$ cat src/rtl/isp_pkg.sv
// Shared ISP definitions: picture geometry, DRAM layout, beat tags and
// reader FSM states. Also imported by the ISP core.
package isp_pkg;

    localparam logic [31:0] DRAM_BASE      = 32'h0001_0000;
    localparam int          PIC_BYTES      = 3072;
    localparam int          BEATS_PER_PIC  = 192;
    localparam int          BEATS_PER_CHAN = 64;

    typedef enum logic [1:0] {
        CH_R = 2'd0,
        CH_G = 2'd1,
        CH_B = 2'd2
    } chan_e;

    typedef enum logic [1:0] {
        RD_IDLE = 2'd0,
        RD_ADDR = 2'd1,
        RD_DATA = 2'd2
    } rd_state_e;

    // Sideband that travels with every beat through the skid buffer.
    typedef struct packed {
        chan_e      chan;
        logic [4:0] row;
        logic       half;
        logic       last;
    } pix_tag_t;

    // Byte offset of picture pic: pic*3072 built from two shifts, no multiplier.
    function automatic logic [31:0] pic_offset(input logic [3:0] pic);
        logic [31:0] p;
        p = {28'd0, pic};
        return (p << 11) + (p << 10);
    endfunction

endpackage

$ cat src/rtl/isp_skid_fifo.sv
// Two-entry FIFO between the AXI R channel and the ISP core. Push and pop may
// happen in the same cycle, including when full.
module isp_skid_fifo #(
    parameter int W = 8
) (
    input  logic         clk,
    input  logic         rst,
    input  logic         push,
    input  logic [W-1:0] din,
    input  logic         pop,
    output logic [W-1:0] dout,
    output logic [1:0]   count
);

    logic [W-1:0] mem [2];
    logic         wr_ptr;
    logic         rd_ptr;
    logic         do_push;
    logic         do_pop;

    assign do_pop  = pop && (count != 2'd0);
    assign do_push = push && ((count != 2'd2) || do_pop);
    assign dout    = mem[rd_ptr];

    // Storage, pointers and occupancy.
    always_ff @(posedge clk) begin
        if (rst) begin
            mem[0] <= '0;
            mem[1] <= '0;
            wr_ptr <= 1'b0;
            rd_ptr <= 1'b0;
            count  <= 2'd0;
        end else begin
            if (do_push) begin
                mem[wr_ptr] <= din;
                wr_ptr      <= ~wr_ptr;
            end
            if (do_pop) begin
                rd_ptr <= ~rd_ptr;
            end
            count <= count + 2'(do_push) - 2'(do_pop);
        end
    end

endmodule

$ cat src/rtl/isp_dram_reader.sv
// AXI4 read master: fetches one 32x32 RGB picture as a single 192-beat INCR
// burst and streams tagged beats to the ISP core through a skid buffer.
//
//   state   | meaning
//   --------+----------------------------------------------------------
//   RD_IDLE | waiting for a picture request, req_ready high
//   RD_ADDR | presenting the burst address until arready
//   RD_DATA | accepting R beats, draining until the last beat is popped
module isp_dram_reader #(
    parameter int          DATA_W    = 128,
    parameter int          ADDR_W    = 32,
    parameter logic [31:0] BASE_ADDR = isp_pkg::DRAM_BASE,
    parameter int          PIC_BYTES = isp_pkg::PIC_BYTES,
    parameter int          BEATS     = isp_pkg::BEATS_PER_PIC
) (
    input  logic              clk,
    input  logic              rst,
    input  logic              req_valid,
    output logic              req_ready,
    input  logic [3:0]        req_pic_no,
    output logic [3:0]        arid_m_inf,
    output logic [ADDR_W-1:0] araddr_m_inf,
    output logic [7:0]        arlen_m_inf,
    output logic [2:0]        arsize_m_inf,
    output logic [1:0]        arburst_m_inf,
    output logic              arvalid_m_inf,
    input  logic              arready_m_inf,
    input  logic [3:0]        rid_m_inf,
    input  logic [DATA_W-1:0] rdata_m_inf,
    input  logic [1:0]        rresp_m_inf,
    input  logic              rlast_m_inf,
    input  logic              rvalid_m_inf,
    output logic              rready_m_inf,
    output logic              pix_valid,
    input  logic              pix_ready,
    output logic [DATA_W-1:0] pix_data,
    output logic [1:0]        pix_chan,
    output logic [4:0]        pix_row,
    output logic              pix_half,
    output logic              pix_last,
    output logic              err
);

    import isp_pkg::*;

    localparam int         FW        = DATA_W + $bits(pix_tag_t);
    localparam logic [7:0] LAST_BEAT = 8'(BEATS - 1);

    rd_state_e         state, state_nx;
    logic [ADDR_W-1:0] araddr_q;
    logic [7:0]        rcnt;
    logic              rd_done;
    logic              rready_q;
    logic              err_q;
    logic              push, pop, push_last;
    logic [1:0]        fifo_count, fifo_count_nx;
    pix_tag_t          push_tag, head_tag;
    logic [FW-1:0]     head_word;
    logic              unused_rid;

    assign unused_rid = ^rid_m_inf;

    assign req_ready     = (state == RD_IDLE);
    assign arid_m_inf    = 4'd0;
    assign araddr_m_inf  = araddr_q;
    assign arlen_m_inf   = 8'(PIC_BYTES / (DATA_W / 8) - 1);
    assign arsize_m_inf  = 3'b100;
    assign arburst_m_inf = 2'b01;
    assign arvalid_m_inf = (state == RD_ADDR);
    assign rready_m_inf  = rready_q;
    assign err           = err_q;

    assign push      = rvalid_m_inf && rready_q;
    assign pop       = pix_valid && pix_ready;
    // An early rlast or the 192nd beat both close the picture.
    assign push_last = (rcnt == LAST_BEAT) || rlast_m_inf;

    // rcnt/64 gives the channel; within a channel two beats make one row.
    assign push_tag = '{chan: chan_e'(rcnt[7:6]), row: rcnt[5:1],
                        half: rcnt[0], last: push_last};

    assign fifo_count_nx = fifo_count + 2'(push) - 2'(pop);

    isp_skid_fifo #(.W(FW)) u_skid (
        .clk   (clk),
        .rst   (rst),
        .push  (push),
        .din   ({rdata_m_inf, push_tag}),
        .pop   (pop),
        .dout  (head_word),
        .count (fifo_count)
    );

    assign {pix_data, head_tag} = head_word;
    assign pix_valid = (fifo_count != 2'd0);
    assign pix_chan  = head_tag.chan;
    assign pix_row   = head_tag.row;
    assign pix_half  = head_tag.half;
    assign pix_last  = head_tag.last;

    // Next-state: request, address handshake, then pop of the tagged last beat.
    always_comb begin
        state_nx = state;
        case (state)
            RD_IDLE: if (req_valid)         state_nx = RD_ADDR;
            RD_ADDR: if (arready_m_inf)     state_nx = RD_DATA;
            RD_DATA: if (pop && pix_last)   state_nx = RD_IDLE;
            default:                        state_nx = RD_IDLE;
        endcase
    end

    // State register, burst address, beat counter, R-side throttle and error flag.
    always_ff @(posedge clk) begin
        if (rst) begin
            state    <= RD_IDLE;
            araddr_q <= '0;
            rcnt     <= 8'd0;
            rd_done  <= 1'b0;
            rready_q <= 1'b0;
            err_q    <= 1'b0;
        end else begin
            state <= state_nx;
            if ((state == RD_IDLE) && req_valid) begin
                araddr_q <= ADDR_W'(BASE_ADDR) + ADDR_W'(pic_offset(req_pic_no));
                err_q    <= 1'b0;
                rcnt     <= 8'd0;
                rd_done  <= 1'b0;
            end
            if (push) begin
                rcnt <= rcnt + 8'd1;
                if (push_last) begin
                    rd_done <= 1'b1;
                end
                if ((rresp_m_inf != 2'b00) || (rlast_m_inf != (rcnt == LAST_BEAT))) begin
                    err_q <= 1'b1;
                end
            end
            // Throttle from the occupancy the FIFO will have next cycle so a
            // registered rready can never overrun the two entries.
            rready_q <= (state_nx == RD_DATA) && !(rd_done || (push && push_last))
                        && (fifo_count_nx < 2'd2);
        end
    end

endmodule
$ cat config.mk
export PLATFORM = sky130hd
export DESIGN_NAME = isp_dram_reader
export DESIGN_NICKNAME = d
export VERILOG_FILES = /design/src/rtl/isp_pkg.sv /design/src/rtl/isp_skid_fifo.sv /design/src/rtl/isp_dram_reader.sv
export SDC_FILE = /design/constraint.sdc
export NUM_CORES = 1
export LEC_CHECK = 0
export ABC_AREA = 1
export BUFFER_PORTS_ARGS = -buffer_cell sky130_fd_sc_hd__buf_2
export CAP_MARGIN = 30
export CORE_ASPECT_RATIO = 1.5
export CORE_MARGIN = 4
export CORE_UTILIZATION = 35
export CTS_CLUSTER_SIZE = 12
export DETAILED_ROUTE_END_ITERATION = 10
export PLACE_DENSITY = 0.53
export SKIP_CTS_REPAIR_TIMING = 1
export SYNTH_ARGS = -nofsm -noshare
export SYNTH_HDL_FRONTEND = slang
export SYNTH_HIERARCHICAL = 1
export SYNTH_SLANG_ARGS = --single-unit
export TNS_END_PERCENT = 20
$ cat constraint.sdc
create_clock -name clk -period 12.2 [get_ports clk]
set_input_delay 0.61 -clock clk [delete_from_list [all_inputs] [get_ports clk]]
set_output_delay 0.61 -clock clk [all_outputs]
set_load 0.005 [all_outputs]
=== Word-level counts from Yosys, hierarchy flattened ===
Memories as Yosys holds them, arrays and structs flattened. A register that Yosys moved wholly into a read port is not among the register bits.
Cells that the tools add are included.

* Output and inout port bits: 191
* Input port bits: 145
* Memories: 1
* Bits in writable memories: 274
* Register bits: 49
* Logic and storage cells: 67

{| class="wikitable"
|+ Memory list
! name !! words !! bits a word !! rd ports !! clocked after Yosys merged registers in !! write ports !! line !! RTL
|-
| u_skid.mem || 2 || 137 || 1 || 1 || 2 || isp_skid_fifo.sv:15 || <nowiki>logic [W-1:0] mem [2];</nowiki>
|}

* Equality and inequality tests: 6
* Muxes and demuxes: 22
* $add $sub $neg: 7
* Bitwise gates (word level): 2
* $lt $le $gt $ge: 1
* Reduce and logical (&&, ||, !) cells: 19

{| class="wikitable"
|+ Operator list
! operator !! number
|-
| two-way mux 137 bit || 1
|-
| OR reduction 137 bit || 1
|-
| adder 17 x 16 -> 18 bit, first input constant || 1
|-
| adder 15 x 14 -> 16 bit || 1
|-
| two-way mux 8 bit || 2
|-
| two-way mux 1 bit || 15
|-
| logical AND 1 bit || 9
|-
| adder 8 x 1 -> 8 bit, second input constant || 1
|-
| == test 8 bit, second input constant || 1
|-
| two-way mux 2 bit || 3
|-
| case mux 2 bit (3 select lines) || 1
|-
| nonzero test 2 bit || 3
|-
| adder 2 x 1 -> 2 bit || 2
|-
| == test 2 bit, second input constant || 2
|-
| logical OR 1 bit || 4
|-
| subtractor 2 x 1 -> 2 bit || 2
|-
| == test 2 x 1 -> 1 bit, second input constant || 1
|-
| logical NOT 2 bit || 1
|-
| < comparator 2 bit, second input constant || 1
|-
| inequality test 2 bit, second input constant || 1
|-
| inverter 1 bit || 2
|-
| logical NOT 1 bit || 1
|-
| inequality test 1 bit || 1
|}

=== Longest topological paths before layout ===
Gate-level depths: netlist of the first run.

* Depth in word-level cells: 10
* Mapped depth: 13

=== Hierarchy ===
Netlist of the first run, hierarchy kept.

{| class="wikitable"
|+ By module, submodules not included
! module !! seq. area each (sq um) !! cells an instance !! area each (sq um) !! times used
|-
| isp_skid_fifo || 8328.0 || 906 || 11980.2 || 1
|-
| isp_dram_reader || 400.4 || 200 || 1425.1 || 1
|}

=== Worst setup path after synthesis of the first run ===
Ideal clock, no wire load.

* Kind: input to register
* From: input port pix_ready
* To: memory u_skid/mem[0][0] in the netlist's numbering (enable)
* Data arrival time: 4.251 ns
* Stages on the path: 7
* Data required time: 11.698 ns
* Slack: 7.446 ns
* Cell sequence: o21a_1 > inv_1 > nand3_2 > nand4_1 > buf_2 > buf_6 > nand2_1

{| class="wikitable"
|+ RTL lines
! what !! line !! RTL
|-
| from (decl) || isp_dram_reader.sv:35 || <nowiki>input logic pix_ready,</nowiki>
|-
| to (decl) || isp_skid_fifo.sv:15 ||
|}

==> out/results.ini, run 1 <==
[critical_path]
crit_path_max_incr_delay_ps=780
crit_chain=buf_4 -> mux2_2 -> buf_2
worst-path-buf-inv=2
critPathLaunchType=flop
cp_slowest_cell=dfxtp_4
path_class=flop to primary output
end_kind=primary output
cp.arrival_ps=2670
crit_fanout=49
critPathTopFamily=buffers and inverters
worstPathRequired_ps=11590

[placed_design]
pre_cts_ws_ps=8420
place_hpwl_um=20100
gp_congestion=0.746
io_buffers=289

[clock_tree]
cts.htree.levels=1
cts_made_buffers=30
worstSkewPairLatency_ps=550
cts.sinks=299
cts_buffer_depth=3
cts_tree=yes
cts.clk_slew.worst_paths_ps=60
clock-root-buffer=clkbuf_16

[timing]
setup_tns_ps=0
min_period_over_period=0.268
setup_viol=0
tightest_slew_ps=938
final-hold-violation-count=0
grt_setup_unrepaired=no
fmax_mhz=305
min_period_ps=3280
fin_skew_ps=15.6
setup_slack_ps=8920
slew_headroom=0.374
slew_violations=0

[floorplan]
initial_core_util=0.355
core_um2=37800
rows=87
fp.dieW_um=168
num_io_pins=336
dieHeight_um=248
dieArea_um2=41600

[hold_path]
hp-class=primary input to flop

[detailed_routing]
ant_nets=0
avgRoutedWirePerCell_um=16.4
wl_um=31300
avgViaCountPerCell=4.50
first_iter_violations=418
drc=0
vias=8554
drt_first_pass_iters=4

[layout]
layout_commonest_cell=nor2_1
seq_area_um2=8730
nets=1544
syn2layout_area_growth_pct=18.9
drive_above_1_share=0.345
layout_common_cells=nor2_1 (299), buf_2 (289), edfxtp_1 (274)
multi_input_area_um2=3460
final_util=0.422
n_fill_cell=3708

[synthesis]
synth_area_per_cell_um2=12.1
synth.cell_area_um2=13400
yosys_most_used_dff=edfxtp_1
synth_seq_area_share=0.651
synthCells=1106
yosysWarnings=6
async_reset_ff_frac=0
ys_seq_elements=299
synthDistinctLibCells=28
synth_edf_count=274

[status]
status=complete, no violations

[power]
p_per_area_nw_per_um2=135
p_leak_nw=7.20
ir_drop_mv=0.112

[global_route]
gr-usage-all-layers=0.143
grt_pass1_wl_um=46900
antenna_found_initial=1
grt_pass1_vias=8678
grt_max_degree=71
gr-total-overflow=0

[flow_run]
maxCapViolCount=0

[through the flow]
stage,power (mW),area (um^2),std cells,hold WS (ps)
floorplan,1.27,13600,1146,440
global placement,1.32,15000,1843,450
detailed placement,1.32,15000,1844,458
CTS,2.19,15900,1900,306
global route,2.25,15900,1902,317
finish,2.15,15900,1902,331
[power breakdown]
| part | leakage (nW) | switching (mW) | internal (mW) |
|---|---|---|---|
| logic | 3.73 | 0.0784 | 0.0553 |
| registers | 3.04 | 0.00966 | 1.15 |
| clock network | 0.434 | 0.369 | 0.488 |
[state kept, by name, indices dropped and copies added, names as in the netlist, named ones only]
register,cells
araddr_m_inf,7
u_skid/rd_ptr,1
state,2
u_skid/count,2
rd_done,1
u_skid/wr_ptr,1
err,1
rready_m_inf,1
u_skid/mem,274
rcnt,8
[cell type report]
cell class                      count  area share
Antenna cell                        1    0.000157
Clock buffer                       53      0.0558
Clock inverter                      3     0.00110
Inverter                          173      0.0408
Multi-Input combinational cell    584       0.217
Sequential cell                   299       0.548
Tap cell                          489      0.0384
Timing Repair Buffer              300      0.0985
[path summary, 6_finish.rpt]
path / from / endpoint / slack, ps / depth (start not counted)
max: flop / pix_data[86] / 8920 / 3
min: rresp_m_inf[1] / err / 330 / 3
max reg2reg: u_skid/count[1] / u_skid/mem[1][36] / 9020 / 6
min reg2reg: rd_done / rd_done / 470 / 2
[worst min-delay path: stages]
cell and delay, ps:
buf_2 70, o31ai_1 60, a21oi_1 100
[cell usage after synthesis, drive strengths merged, types with 3 or more instances]
master  instances  area (um^2)
a21oi          13         65.1
buf            90          743
dfxtp          25          500
edfxtp        274         8230
ha             10          125
inv           173          649
mux2          137         1540
nand2          43          171
nand3          16         85.1
nor2          303         1150
o21ai          11         55.1
xnor2           3         26.3
[cell families (layout without fill, tap and decap cells)]
group           count (synthesis)  in the layout  synth area share
flops                         299            299             0.651
mux                           137            137             0.115
xor+xnor                        3              3           0.00196
other cells                     2             43          0.000560
fa+ha+maj                      11             11            0.0108
simple gates                  364            364             0.106
buf+inv                       263            529             0.104
compound gates                 27             27            0.0106
[routing by layer]
layer  global-route usage  up-vias  part of all wire
li1                     -     4084                 -
met1                0.158     4171              0.37
met2                0.271      253              0.54
met3               0.0301       46             0.065
met4               0.0461        0             0.026
met5                    0        -                 0
(Power assumes the default switching activity.)
==> run 2: changes to the inputs <==
- PLACE_DENSITY: 0.53 -> 0.56
- clock period: 12.2 -> 2.7 ns (I/O delays scaled with it)
==> out/results.ini, run 2 (same netlist as run 1, synthesis figures left out) <==
[critical_path]
crit_path_start=rcnt[1]
cp.arrival_ps=2690  ; +20 ps
crit_fanout=4  ; -92%
end_kind=flop
r2r_cells=10  ; +4
path_class=flop to flop
r2r-start=rcnt[1]
worstPathRequired_ps=3130  ; -8460 ps
critPathLaunchType=flop

[layout]
top_register=u_skid/mem
syn2layout_area_growth_pct=30.0
nets=1683  ; +9.0%
drive_above_1_share=0.315  ; -0.0296
n_antenna_cell=0  ; -1
largest_register_ffs=274  ; unchanged
layout_commonest_cell=nor2_1
layout_common_cells=nor2_1 (299), buf_2 (289), edfxtp_1 (274)
final_cells=2040  ; +7.3%
final_util=0.462  ; +0.0397

[global_route]
gr-usage-all-layers=0.142  ; -0.00112
gr-total-overflow=0  ; unchanged
grt_pass1_vias=8748  ; +0.81%
antenna_found_initial=0  ; -1
grt_pass1_wl_um=47400  ; +0.90%
grt_max_degree=139  ; +96%

[detailed_routing]
vias=9059  ; +5.9%
wl_um=31800  ; +1.7%
ant_nets=0  ; unchanged
drt_first_pass_iters=4  ; unchanged
drc=0  ; unchanged
avgRoutedWirePerCell_um=15.6  ; -5.1%
avgViaCountPerCell=4.44  ; -1.3%
first_iter_violations=441  ; +5.5%

[flow_run]
maxCapViolCount=0  ; unchanged

[timing]
holdWs_ps=-0.723  ; -332 ps
fin_skew_ps=12.6  ; -3.04 ps
min_period_over_period=0.836
setup_tns_ps=0  ; unchanged
tightest_slew_ps=735  ; -204 ps
final-hold-violation-count=1  ; +1
setup_viol=0  ; unchanged
fmax_mhz=443
slew_violations=0  ; unchanged
slew_headroom=0.510  ; +0.136
grt_setup_unrepaired=no
setup_slack_ps=442  ; -8480 ps
min_period_ps=2260

[floorplan]
num_io_pins=336  ; unchanged
dieArea_um2=41600  ; unchanged
dieHeight_um=248  ; unchanged
rows=87  ; unchanged
core_um2=37800  ; unchanged
fp.dieW_um=168  ; unchanged
initial_core_util=0.355  ; unchanged

[clock_tree]
worstSkewPairLatency_ps=550  ; about the same
cts_buffer_depth=3  ; unchanged
cts.htree.levels=1  ; unchanged
cts.sinks=299  ; unchanged
cts_made_buffers=30  ; unchanged
cts_tree=yes
cts.clk_slew.worst_paths_ps=60  ; about the same
clock-root-buffer=clkbuf_16

[status]
violations=hold timing
status=finished with violations

[hold_path]
hp-class=primary input to flop
worstHoldPathCells=4  ; +1
hp-start=req_pic_no[1]

[power]
ir_drop_mv=0.413  ; +270%
p_leak_nw=7.82  ; +8.7%
power_mw=9.95  ; +360%
p_per_area_nw_per_um2=571  ; +320%

[placed_design]
pre_cts_ws_ps=465  ; -7960 ps
gp_congestion=0.748  ; +0.29%
dp_cells=1848  ; +0.22%
place_hpwl_um=19800  ; -1.6%
io_buffers=289  ; unchanged

run 2: layout make-up:
type                    instances  area, um^2
fillers                      3511       20300
well taps                     489         612
flip-flops and latches        299        8730
multi-input cells             584        3480
repair buffers                439        3040
inverters                     173         649
clock buffers                  53         910
clock inverters                 3        12.5
run 2: metal layers:
| metal | GRT usage | vias up | part of all wire |
|---|---|---|---|
| met1 | 0.166 | 4359 | 0.38 |
| met3 | 0.0277 | 43 | 0.067 |
| met5 | 0 | - | 0 |
| li1 | - | 4370 | - |
| met4 | 0.0456 | 0 | 0.023 |
| met2 | 0.260 | 287 | 0.53 |
run 2: final timing paths:
path	endpoint	slack, ps
max	err	440
min	araddr_m_inf[11]	-0.7
max reg2reg	err	440
min reg2reg	rd_done	470
run 2: metrics by stage:
stage | cell area (um^2) | hold slack [ps]
after floorplan | 13600 | 206
after global placement | 15100 | 419
after detailed placement | 15100 | 426
after CTS | 16100 | -167
after global routing | 17400 | 19.7
final | 17400 | -0.723
run 2: report_power, final:
part,internal [mW],switching [mW]
Combinational,0.393,0.394
Sequential,5.21,0.0438
Clock,2.26,1.65
Total,7.86,2.09
run 2: worst max-delay path: stages, from the launching register on:
cell,delay [ps]
dfxtp_1,400
ha_1,190
nand2_1,50
inv_1,100
nand3_1,100
inv_1,80
nand3_1,110
ha_1,300
o31ai_1,170
dlygate4sd3_1,570
a21oi_1,50
==> run 3: changes to the inputs <==
- PLACE_DENSITY: 0.56 -> 0.53
- clock period: 2.7 -> 2.2 ns (I/O delays scaled with it)
==> out/results.ini, run 3 (same netlist as run 1, synthesis figures left out) <==
[hold_path]
worstHoldPathCells=4  ; unchanged
hp-class=primary input to flop

[power]
combPwrFrac=0.082  ; +0.003
p_per_area_nw_per_um2=686  ; +20%
power_frac_seq=0.533  ; +0.005
ir_drop_mv=0.529  ; +28%
power_mw=12.1  ; +21%
power_frac_clock=0.385  ; -0.008
p_int_mw=9.55  ; +21%
p_sw_mw=2.54  ; +22%
p_leak_nw=7.92  ; +1.3%
switching_share=0.210  ; about the same

[timing]
grt_setup_unrepaired=no
fin_skew_ps=9.14  ; -3.41 ps
slew_headroom=0.626  ; +0.116
setup_viol=0  ; unchanged
fmax_mhz=478
holdWs_ps=-25.5  ; -24.7 ps
tightest_slew_ps=561  ; -174 ps
min_period_ps=2090
slew_violations=0  ; unchanged
final-hold-violation-count=4  ; +3
min_period_over_period=0.950
setup_tns_ps=0  ; unchanged

[critical_path]
worstPathRequired_ps=2090  ; -1040 ps
critPathLaunchType=flop
cp_slowest_cell=dfxtp_4
critPathTopFamily=buffers and inverters
crit_fanout=23  ; +19
worst-path-buf-inv=3  ; unchanged
crit_chain=buf_12 -> buf_12 -> mux2_2 -> buf_2
cp.depth=4  ; -6
path_class=flop to primary output
crit_top_cell=buf_12
end_kind=primary output
crit_path_max_incr_delay_ps=470  ; -100 ps
r2r_cells=6  ; -4
cp.arrival_ps=1980  ; -710 ps

[layout]
largest_register_ffs=274  ; unchanged
syn2layout_area_growth_pct=31.5
layout_commonest_cell=nor2_1
layout_common_cells=nor2_1 (299), buf_2 (289), edfxtp_1 (274)
drive_above_1_share=0.322  ; +0.00649
n_fill_cell=3490  ; -0.60%
nets=1698  ; +0.89%
top_register=u_skid/mem
finalInstanceArea_um2=17600  ; +1.1%
multi_input_area_um2=3480  ; unchanged
seq_area_um2=8730  ; unchanged
final_util=0.467  ; +0.00513

[clock_tree]
cts_made_buffers=30  ; unchanged
cts.htree.levels=1  ; unchanged
worstSkewPairLatency_ps=550  ; about the same
cts.sinks=299  ; unchanged
cts_buffer_depth=3  ; unchanged
clock-root-buffer=clkbuf_16
cts_tree=yes
cts.clk_slew.worst_paths_ps=60  ; about the same

[detailed_routing]
drc=0  ; unchanged
vias=9044  ; -0.17%
first_iter_violations=373  ; -15%
wl_um=32400  ; +1.9%
ant_nets=0  ; unchanged
avgViaCountPerCell=4.42  ; -0.51%
avgRoutedWirePerCell_um=15.8  ; +1.6%
drt_first_pass_iters=6  ; +2

[status]
status=finished with violations
violations=hold timing

[placed_design]
io_buffers=289  ; unchanged
gp_congestion=0.762  ; +1.8%
placed_cell_area_um2=15400  ; +1.7%
place_hpwl_um=21200  ; +7.3%

[global_route]
gr-total-overflow=0  ; unchanged
antenna_found_initial=3  ; +3
grt_pass1_vias=8581  ; -1.9%
grt_max_degree=97  ; -30%
gr-usage-all-layers=0.143  ; +0.000931
grt_pass1_wl_um=46800  ; -1.1%

[floorplan]
dieArea_um2=41600  ; unchanged
rows=87  ; unchanged
core_um2=37800  ; unchanged
num_io_pins=336  ; unchanged
fp.dieW_um=168  ; unchanged
initial_core_util=0.355  ; unchanged
dieHeight_um=248  ; unchanged

[flow_run]
maxCapViolCount=0  ; unchanged

-- run 3: power groups by stage --
stage               Clock, mW  Sequential (mW)  Combinational [mW]
floorplan                   0             6.56               0.435
global placement            0             6.56               0.810
detailed placement          0             6.57               0.812
CTS                      4.83             6.45               0.817
global route             5.05             6.46                1.10
finish                   4.65             6.45               0.992
-- run 3: path summary, 6_finish.rpt --
kind / from / endpoint / slack [ps]
worst max-delay path: flop / pix_data[126] / 110
worst min-delay path: req_pic_no[1] / araddr_m_inf[11] / -30
worst min register to register: rd_done / rd_done / 460
worst max register to register: u_skid/count[0] / u_skid/mem[0][43] / 190
-- run 3: worst register-to-register path, cell delays in order (launching register included) --
cell     delay, ps
dfxtp_1        370
o21a_1         190
inv_1           70
nand3_2        110
nand4_1        320
nand2_8        380
buf_12         250
-- run 3: layout make-up --
class	instances	area share
Timing Repair Buffer	454	0.187
Clock buffer	41	0.0461
Sequential cell	299	0.495
Antenna cell	1	0.000142
Tap cell	489	0.0347
Multi-Input combinational cell	584	0.197
Inverter	173	0.0368
Clock inverter	6	0.00284
-- run 3: routing by layer --
layer,wire [um],up-vias,global-route usage
li1,-,4391,-
met1,12500,4320,0.162
met2,17000,270,0.264
met3,2120,59,0.0362
met4,823,4,0.0416
met5,21,-,0
-- run 3: through the flow --
stage               setup slack (ps)  instances
global route                    14.5       2046
global placement                 218       1863
CTS                             36.3       1910
finish                           110       2047
floorplan                       -276       1146
detailed placement               179       1863
